[src/rtl/gf_scan_ctrl.sv]
`default_nettype none
// ============================================================================
// Module   : gf_scan_ctrl
// Brief    : Round-robin glitch-filter scan controller. One shared sampling
//            prescaler and one evaluation datapath serve CH asynchronous
//            lines; each line keeps a history shift register and drives a
//            debounced level plus registered rise/fall pulses.
// Revision : 1.0 - initial release
// ============================================================================
module gf_scan_ctrl #(
    parameter int CH = 4,
    parameter int N  = 8,
    parameter int DW = 8
) (
    input  logic          clk,
    input  logic          rst_n,
    input  logic          en,
    input  logic [DW-1:0] clk_div,
    input  logic [3:0]    depth,
    input  logic          ovr_clr,
    input  logic [CH-1:0] in,
    output logic [CH-1:0] out,
    output logic [CH-1:0] rise,
    output logic [CH-1:0] fall,
    output logic          busy,
    output logic          overrun
);

    localparam int             c_IW   = (CH > 1) ? $clog2(CH) : 1;
    localparam logic [c_IW-1:0] c_LAST = c_IW'(CH - 1);
    localparam logic [0:0]     c_IDLE = 1'b0;
    localparam logic [0:0]     c_SCAN = 1'b1;

    // Synchronizer stages; r_sync is the sampled view of each line
    logic [CH-1:0] r_meta;
    logic [CH-1:0] r_sync;

    // Prescaler
    logic [DW-1:0] r_cnt;
    logic [DW-1:0] r_per;
    logic [DW-1:0] w_per_eff;
    logic [DW-1:0] w_per_cur;
    logic          w_tick;

    // Scheduler state
    logic [0:0]      r_state;
    logic [0:0]      w_state_nx;
    logic [c_IW-1:0] r_idx;
    logic [c_IW-1:0] w_idx_nx;
    logic            r_pend;
    logic            w_pend_nx;
    logic            r_ovr;
    logic            w_ovr_set;
    logic            w_busy;
    logic            w_slot;

    // Evaluation datapath
    logic [N-1:0]  r_hist [CH];
    logic [CH-1:0] r_out;
    logic [CH-1:0] r_rise;
    logic [CH-1:0] r_fall;
    logic [4:0]    w_d;
    logic [N-1:0]  w_mask;
    logic [N-1:0]  w_new_h;
    logic          w_all1;
    logic          w_all0;

    // Two-flop synchronizer on every raw line
    always_ff @(posedge clk or negedge rst_n) begin
        if (!rst_n) begin
            r_meta <= '0;
            r_sync <= '0;
        end else begin
            r_meta <= in;
            r_sync <= r_meta;
        end
    end

    // A new period value is only picked up when the counter sits at zero,
    // so a clk_div change mid-period does not truncate or stretch it.
    assign w_per_eff = (clk_div == '0) ? DW'(1) : clk_div;
    assign w_per_cur = (r_cnt == '0) ? w_per_eff : r_per;
    assign w_tick    = en && (r_cnt == (w_per_cur - DW'(1)));

    // Prescaler counter: runs only while enabled, wraps on the tick
    always_ff @(posedge clk or negedge rst_n) begin
        if (!rst_n) begin
            r_cnt <= '0;
            r_per <= '0;
        end else if (!en) begin
            r_cnt <= '0;
        end else begin
            if (r_cnt == '0) begin
                r_per <= w_per_eff;
            end
            if (w_tick) begin
                r_cnt <= '0;
            end else begin
                r_cnt <= r_cnt + DW'(1);
            end
        end
    end

    // Scheduler state register, pending flag and sticky overrun
    always_ff @(posedge clk or negedge rst_n) begin
        if (!rst_n) begin
            r_state <= c_IDLE;
            r_idx   <= '0;
            r_pend  <= 1'b0;
            r_ovr   <= 1'b0;
        end else begin
            r_state <= w_state_nx;
            r_idx   <= w_idx_nx;
            r_pend  <= w_pend_nx;
            if (w_ovr_set) begin
                r_ovr <= 1'b1;
            end else if (ovr_clr) begin
                r_ovr <= 1'b0;
            end
        end
    end

    // Next-state logic: start scans on ticks, queue one tick, drop the rest
    always_comb begin
        w_state_nx = r_state;
        w_idx_nx   = r_idx;
        w_pend_nx  = r_pend;
        w_ovr_set  = 1'b0;
        if (!en) begin
            w_state_nx = c_IDLE;
            w_idx_nx   = '0;
            w_pend_nx  = 1'b0;
        end else begin
            case (r_state)
                c_IDLE: begin
                    if (w_tick || r_pend) begin
                        w_state_nx = c_SCAN;
                        w_idx_nx   = '0;
                        // Queued tick and a fresh tick together: keep the fresh one queued
                        w_pend_nx  = r_pend && w_tick;
                    end
                end
                c_SCAN: begin
                    if (w_tick) begin
                        if (r_pend) begin
                            w_ovr_set = 1'b1;
                        end else begin
                            w_pend_nx = 1'b1;
                        end
                    end
                    if (r_idx == c_LAST) begin
                        w_idx_nx = '0;
                        if (r_pend) begin
                            w_state_nx = c_SCAN;
                            w_pend_nx  = 1'b0;
                        end else begin
                            w_state_nx = c_IDLE;
                        end
                    end else begin
                        w_idx_nx = r_idx + c_IW'(1);
                    end
                end
                default: begin
                    w_state_nx = c_IDLE;
                    w_idx_nx   = '0;
                    w_pend_nx  = 1'b0;
                end
            endcase
        end
    end

    // Output decode: a slot is only honoured while enabled
    always_comb begin
        w_busy = (r_state == c_SCAN);
        w_slot = w_busy && en;
    end

    // Depth clamped to [1,N] and turned into a low-bit window mask
    always_comb begin
        if (depth == 4'd0) begin
            w_d = 5'd1;
        end else if ({1'b0, depth} > 5'(N)) begin
            w_d = 5'(N);
        end else begin
            w_d = {1'b0, depth};
        end
        w_mask  = ~({N{1'b1}} << w_d);
        w_new_h = {r_hist[r_idx][N-2:0], r_sync[r_idx]};
        w_all1  = ((w_new_h & w_mask) == w_mask);
        w_all0  = ((w_new_h & w_mask) == '0);
    end

    // Slot update: shift history, settle level, register edge pulses
    always_ff @(posedge clk or negedge rst_n) begin
        if (!rst_n) begin
            for (int i = 0; i < CH; i++) begin
                r_hist[i] <= '0;
            end
            r_out  <= '0;
            r_rise <= '0;
            r_fall <= '0;
        end else begin
            r_rise <= '0;
            r_fall <= '0;
            if (w_slot) begin
                r_hist[r_idx] <= w_new_h;
                if (w_all1) begin
                    r_out[r_idx]  <= 1'b1;
                    r_rise[r_idx] <= ~r_out[r_idx];
                end else if (w_all0) begin
                    r_out[r_idx]  <= 1'b0;
                    r_fall[r_idx] <= r_out[r_idx];
                end
            end
        end
    end

    assign out     = r_out;
    assign rise    = r_rise & {CH{en}};
    assign fall    = r_fall & {CH{en}};
    assign busy    = w_busy;
    assign overrun = r_ovr;

endmodule
`default_nettype wire
[config.mk]
export PLATFORM = sky130hd
export DESIGN_NAME = gf_scan_ctrl
export DESIGN_NICKNAME = d
export VERILOG_FILES = /design/src/rtl/gf_scan_ctrl.sv
export SDC_FILE = /design/constraint.sdc
export NUM_CORES = 1
export LEC_CHECK = 0
export CAP_MARGIN = 20
export CORE_MARGIN = 2
export CORE_UTILIZATION = 55
export DETAILED_ROUTE_END_ITERATION = 12
export DONT_BUFFER_PORTS = 1
export PLACE_DENSITY = 0.68
export SETUP_SLACK_MARGIN = 0.3
export SYNTH_ARGS = -nofsm -noshare
export SYNTH_HDL_FRONTEND = slang
export SYNTH_SLANG_ARGS = --single-unit
[constraint.sdc]
create_clock -name clk -period 6.6 [get_ports clk]
set_clock_uncertainty 0.05 [all_clocks]
set_input_delay 0.99 -clock clk [delete_from_list [all_inputs] [get_ports clk]]
set_output_delay 0.99 -clock clk [all_outputs]
set_load 0.02 [all_outputs]
==> reports/metrics.csv <==
metric,value,unit
report.final.setup_viol,0,
final.fill_count,532,
reg2reg_slack,3.13,ns
die_width,85.5,um
synth-edff-count,0,
syn_to_final_growth,6.44,%
data_arrival_time_of_the_worst_path,3.67,ns
cts_hold_buf,0,
final_nets,356,
htree_levels,3,
initial_utilization,57.2,%
vias,2487,
grt_util_all_layers,23.8,%
max_slew_margin,48.5,%
crit_required,6.79,ns
clk_root_buffer_cell,sky130_fd_sc_hd__clkbuf_8,
grt_pass1_vias,2637,
hpwlAfterDp,5330,um
yosys_register_bits,69,
post_cts_buffers,0,
io_buffer_count,0,
drv.max_cap_violation_count,0,
synth_top_flop_cell,sky130_fd_sc_hd__dfrtp_1,
power,0.000993,W
gp_congestion,0.928,
timing.setup.tns,0,ns
critPathLaunchType,flip-flop,
hp-class,in2async,
power.static_leakage,1.68,nW
clock_insertion_delay_worst_skew,0.35,ns
synth_top_cells_by_count,"69 x sky130_fd_sc_hd__dfrtp_1, 29 x sky130_fd_sc_hd__nand2_1, 22 x sky130_fd_sc_hd__o21ai_0",
firstDrtPassIters,4,
synth_area,3650,sq um
ant_nets,0,
pre_cts_ws,3.11,ns
finalMaxSlewViolations,0,
antenna_cells_inserted,0,
route.detailed.drc,0,
ctsResizeCount,0,
grt_antenna_before_repair,0,
hold_viol_final,0,
fin_ws,3.13,ns
path_class,reg2reg,
vdd_drop_max,0.000190,V
grt_setup_unrepaired,no,
numPlacedInstances,395,
worstReg2RegEnd,r_cnt[1],
core.rowCount,29,
clkSlewWorstSetupHoldPaths,0.08,ns
post_synth_num_cell_types,56,
synth_sequential_area_ratio,47.3,%
finish.cell_count_without_fillers,411,
r2r_start,r_cnt[0],
layout-drive-gt1-share,15.9,%
power_density,256,nW/um^2
top_level_ports,34,
cts_sinks,69,
tightest_slew,0.773,ns
critPathMaxFanout,9,
maxClockFrequency,288,MHz
yosysTopAreaCellShare,47.3,%
syn_avg_cell_area,11.0,sq um
cts_tree,yes,
die-height,85.5,um
first_pass_grt_wire_length,13300,um
routed_wirelength,7840,um
wire_per_inst,19.1,um
placeableCoreArea,6390,sq um
overflow,0,
endpoint_kind,flip-flop,
clockBufferDepth,2,
r2r.worst_path.cells,11,
outcome,"complete, no violations",
yosys.cell_count.top_type,sky130_fd_sc_hd__dfrtp_1,
yosysTopAreaCell,sky130_fd_sc_hd__dfrtp_1,
cts_made_buffers,9,
maximum_number_of_pins_on_one_net_before_global_route_repair,70,
initialDrtViolationCount,120,
synth.net_count,359,
synth_async_sr_flop_share,100,%
timing.final.crit_period,3.47,ns
ys_top_cells_by_area,"sky130_fd_sc_hd__dfrtp_1 47%, sky130_fd_sc_hd__mux2_2 6.2%, sky130_fd_sc_hd__mux4_2 3.1%",
synth_warnings,0,
die_area,7310,sq um
final_min_period_over_clock_period,52.6,%
worst_hold_slack,0.277,ns
average_via_count_per_standard_cell,6.05,
postSynthCellCount,332,
-- stage by stage --
step                      cell area (sq um)  utilization (%)
after global routing                   3890             60.9
final                                  3890             60.9
after CTS                              3890             60.9
after global placement                 3680             57.6
after floorplan                        3650                -
after detailed placement               3680             57.6
-- kinds of logic (layout without fill, tap and decap cells) --
group	Yosys count	count (layout)	share of synthesized area [%]
XOR/XNOR	13	13	3.12
AO/OA/AOI/OAI	66	66	11.8
AND/OR/NAND/NOR	114	114	18.4
adder cells (fa/ha/maj)	8	8	2.67
buffers and inverters	24	26	2.95
multiplexers	38	38	13.8
flip-flops	69	69	47.3
-- sequential cells by signal (all words and copies together) (netlist names), 2 cells and up, named ones only --
| register | flops |
|---|---|
| r_meta | 4 |
| r_idx | 2 |
| r_fall | 4 |
| r_per | 8 |
| r_rise | 4 |
| r_hist | 28 |
| r_cnt | 8 |
| r_sync | 4 |
-- how the worst max path moves through the flow --
stage,startpoint,to,slack [ns],depth (start not counted)
2_1_floorplan,clk_div[4],r_cnt[1],3.41,10
3_3_place_gp,r_cnt[0],r_cnt[1],3.22,11
3_5_place_dp,r_cnt[0],r_cnt[1],3.11,11
4_1_cts,r_cnt[0],r_cnt[1],3.10,11
5_1_grt,r_cnt[0],r_cnt[1],2.88,11
6_report,r_cnt[0],r_cnt[1],3.13,11
-- cell type report --
cell class	count	area, sq um	share of cell area [%]
clock inverters	6	71.3	1.84
well taps	77	96.3	2.48
multi-input cells	239	1820	46.7
flip-flops and latches	69	1730	44.4
inverters	10	37.5	0.966
clock buffers	10	138	3.54
-- critical path: stages (launching register included) --
cell                      delay [ns]
sky130_fd_sc_hd__dfrtp_1        0.47
sky130_fd_sc_hd__inv_1          0.09
sky130_fd_sc_hd__ha_1           0.16
sky130_fd_sc_hd__or4b_4         0.52
sky130_fd_sc_hd__nor2_8         0.19
sky130_fd_sc_hd__mux2_4         0.36
sky130_fd_sc_hd__ha_1           0.25
sky130_fd_sc_hd__xor2_1         0.18
sky130_fd_sc_hd__xnor2_1        0.18
sky130_fd_sc_hd__nor4_4         0.34
sky130_fd_sc_hd__and2_1         0.36
sky130_fd_sc_hd__and3b_1        0.21
-- layer usage --
metal	up-vias	share of wire (%)	GRT usage [%]
met5	-	0	0
met4	0	1.6	8.66
met3	11	4.5	5.35
met2	53	47	35.2
met1	1232	47	34.5
li1	1191	-	-
-- where the power goes --
part / internal (W) / switching (W) / total (W) / leakage (nW)
logic: 0.0000734 / 0.0000853 / 0.000159 / 0.650
clock network: 0.000188 / 0.000178 / 0.000366 / 0.104
registers: 0.000444 / 0.0000247 / 0.000468 / 0.924
-- placed cells by master (no fill, tap or decap), types with 2 or more instances in the layout --
cell type	n
sky130_fd_sc_hd__o21ai_0	22
sky130_fd_sc_hd__mux4_2	5
sky130_fd_sc_hd__o22ai_1	2
sky130_fd_sc_hd__or3_1	2
sky130_fd_sc_hd__nand4_1	2
sky130_fd_sc_hd__nand2b_1	6
sky130_fd_sc_hd__xnor2_1	3
sky130_fd_sc_hd__nor2b_1	5
sky130_fd_sc_hd__mux2_2	20
sky130_fd_sc_hd__and3_1	4
sky130_fd_sc_hd__o21ai_1	11
sky130_fd_sc_hd__a22o_1	2
sky130_fd_sc_hd__inv_1	10
sky130_fd_sc_hd__nor4_1	2
sky130_fd_sc_hd__a211oi_1	3
sky130_fd_sc_hd__or4_1	4
sky130_fd_sc_hd__dfrtp_1	69
sky130_fd_sc_hd__xor2_1	10
sky130_fd_sc_hd__a21oi_1	9
sky130_fd_sc_hd__nor2_1	14
sky130_fd_sc_hd__a2111oi_0	2
sky130_fd_sc_hd__clkinv_4	2
sky130_fd_sc_hd__nor3b_1	8
sky130_fd_sc_hd__nor3_1	3
sky130_fd_sc_hd__nand3_1	11
sky130_fd_sc_hd__nand2_1	29
sky130_fd_sc_hd__mux4_1	2
sky130_fd_sc_hd__clkbuf_8	10
sky130_fd_sc_hd__and2_1	12
sky130_fd_sc_hd__mux2i_1	10
sky130_fd_sc_hd__ha_1	7
sky130_fd_sc_hd__o211ai_1	3
sky130_fd_sc_hd__a211o_1	2
sky130_fd_sc_hd__o21a_1	4
No activity file was read; power rests on OpenSTA's default activity.
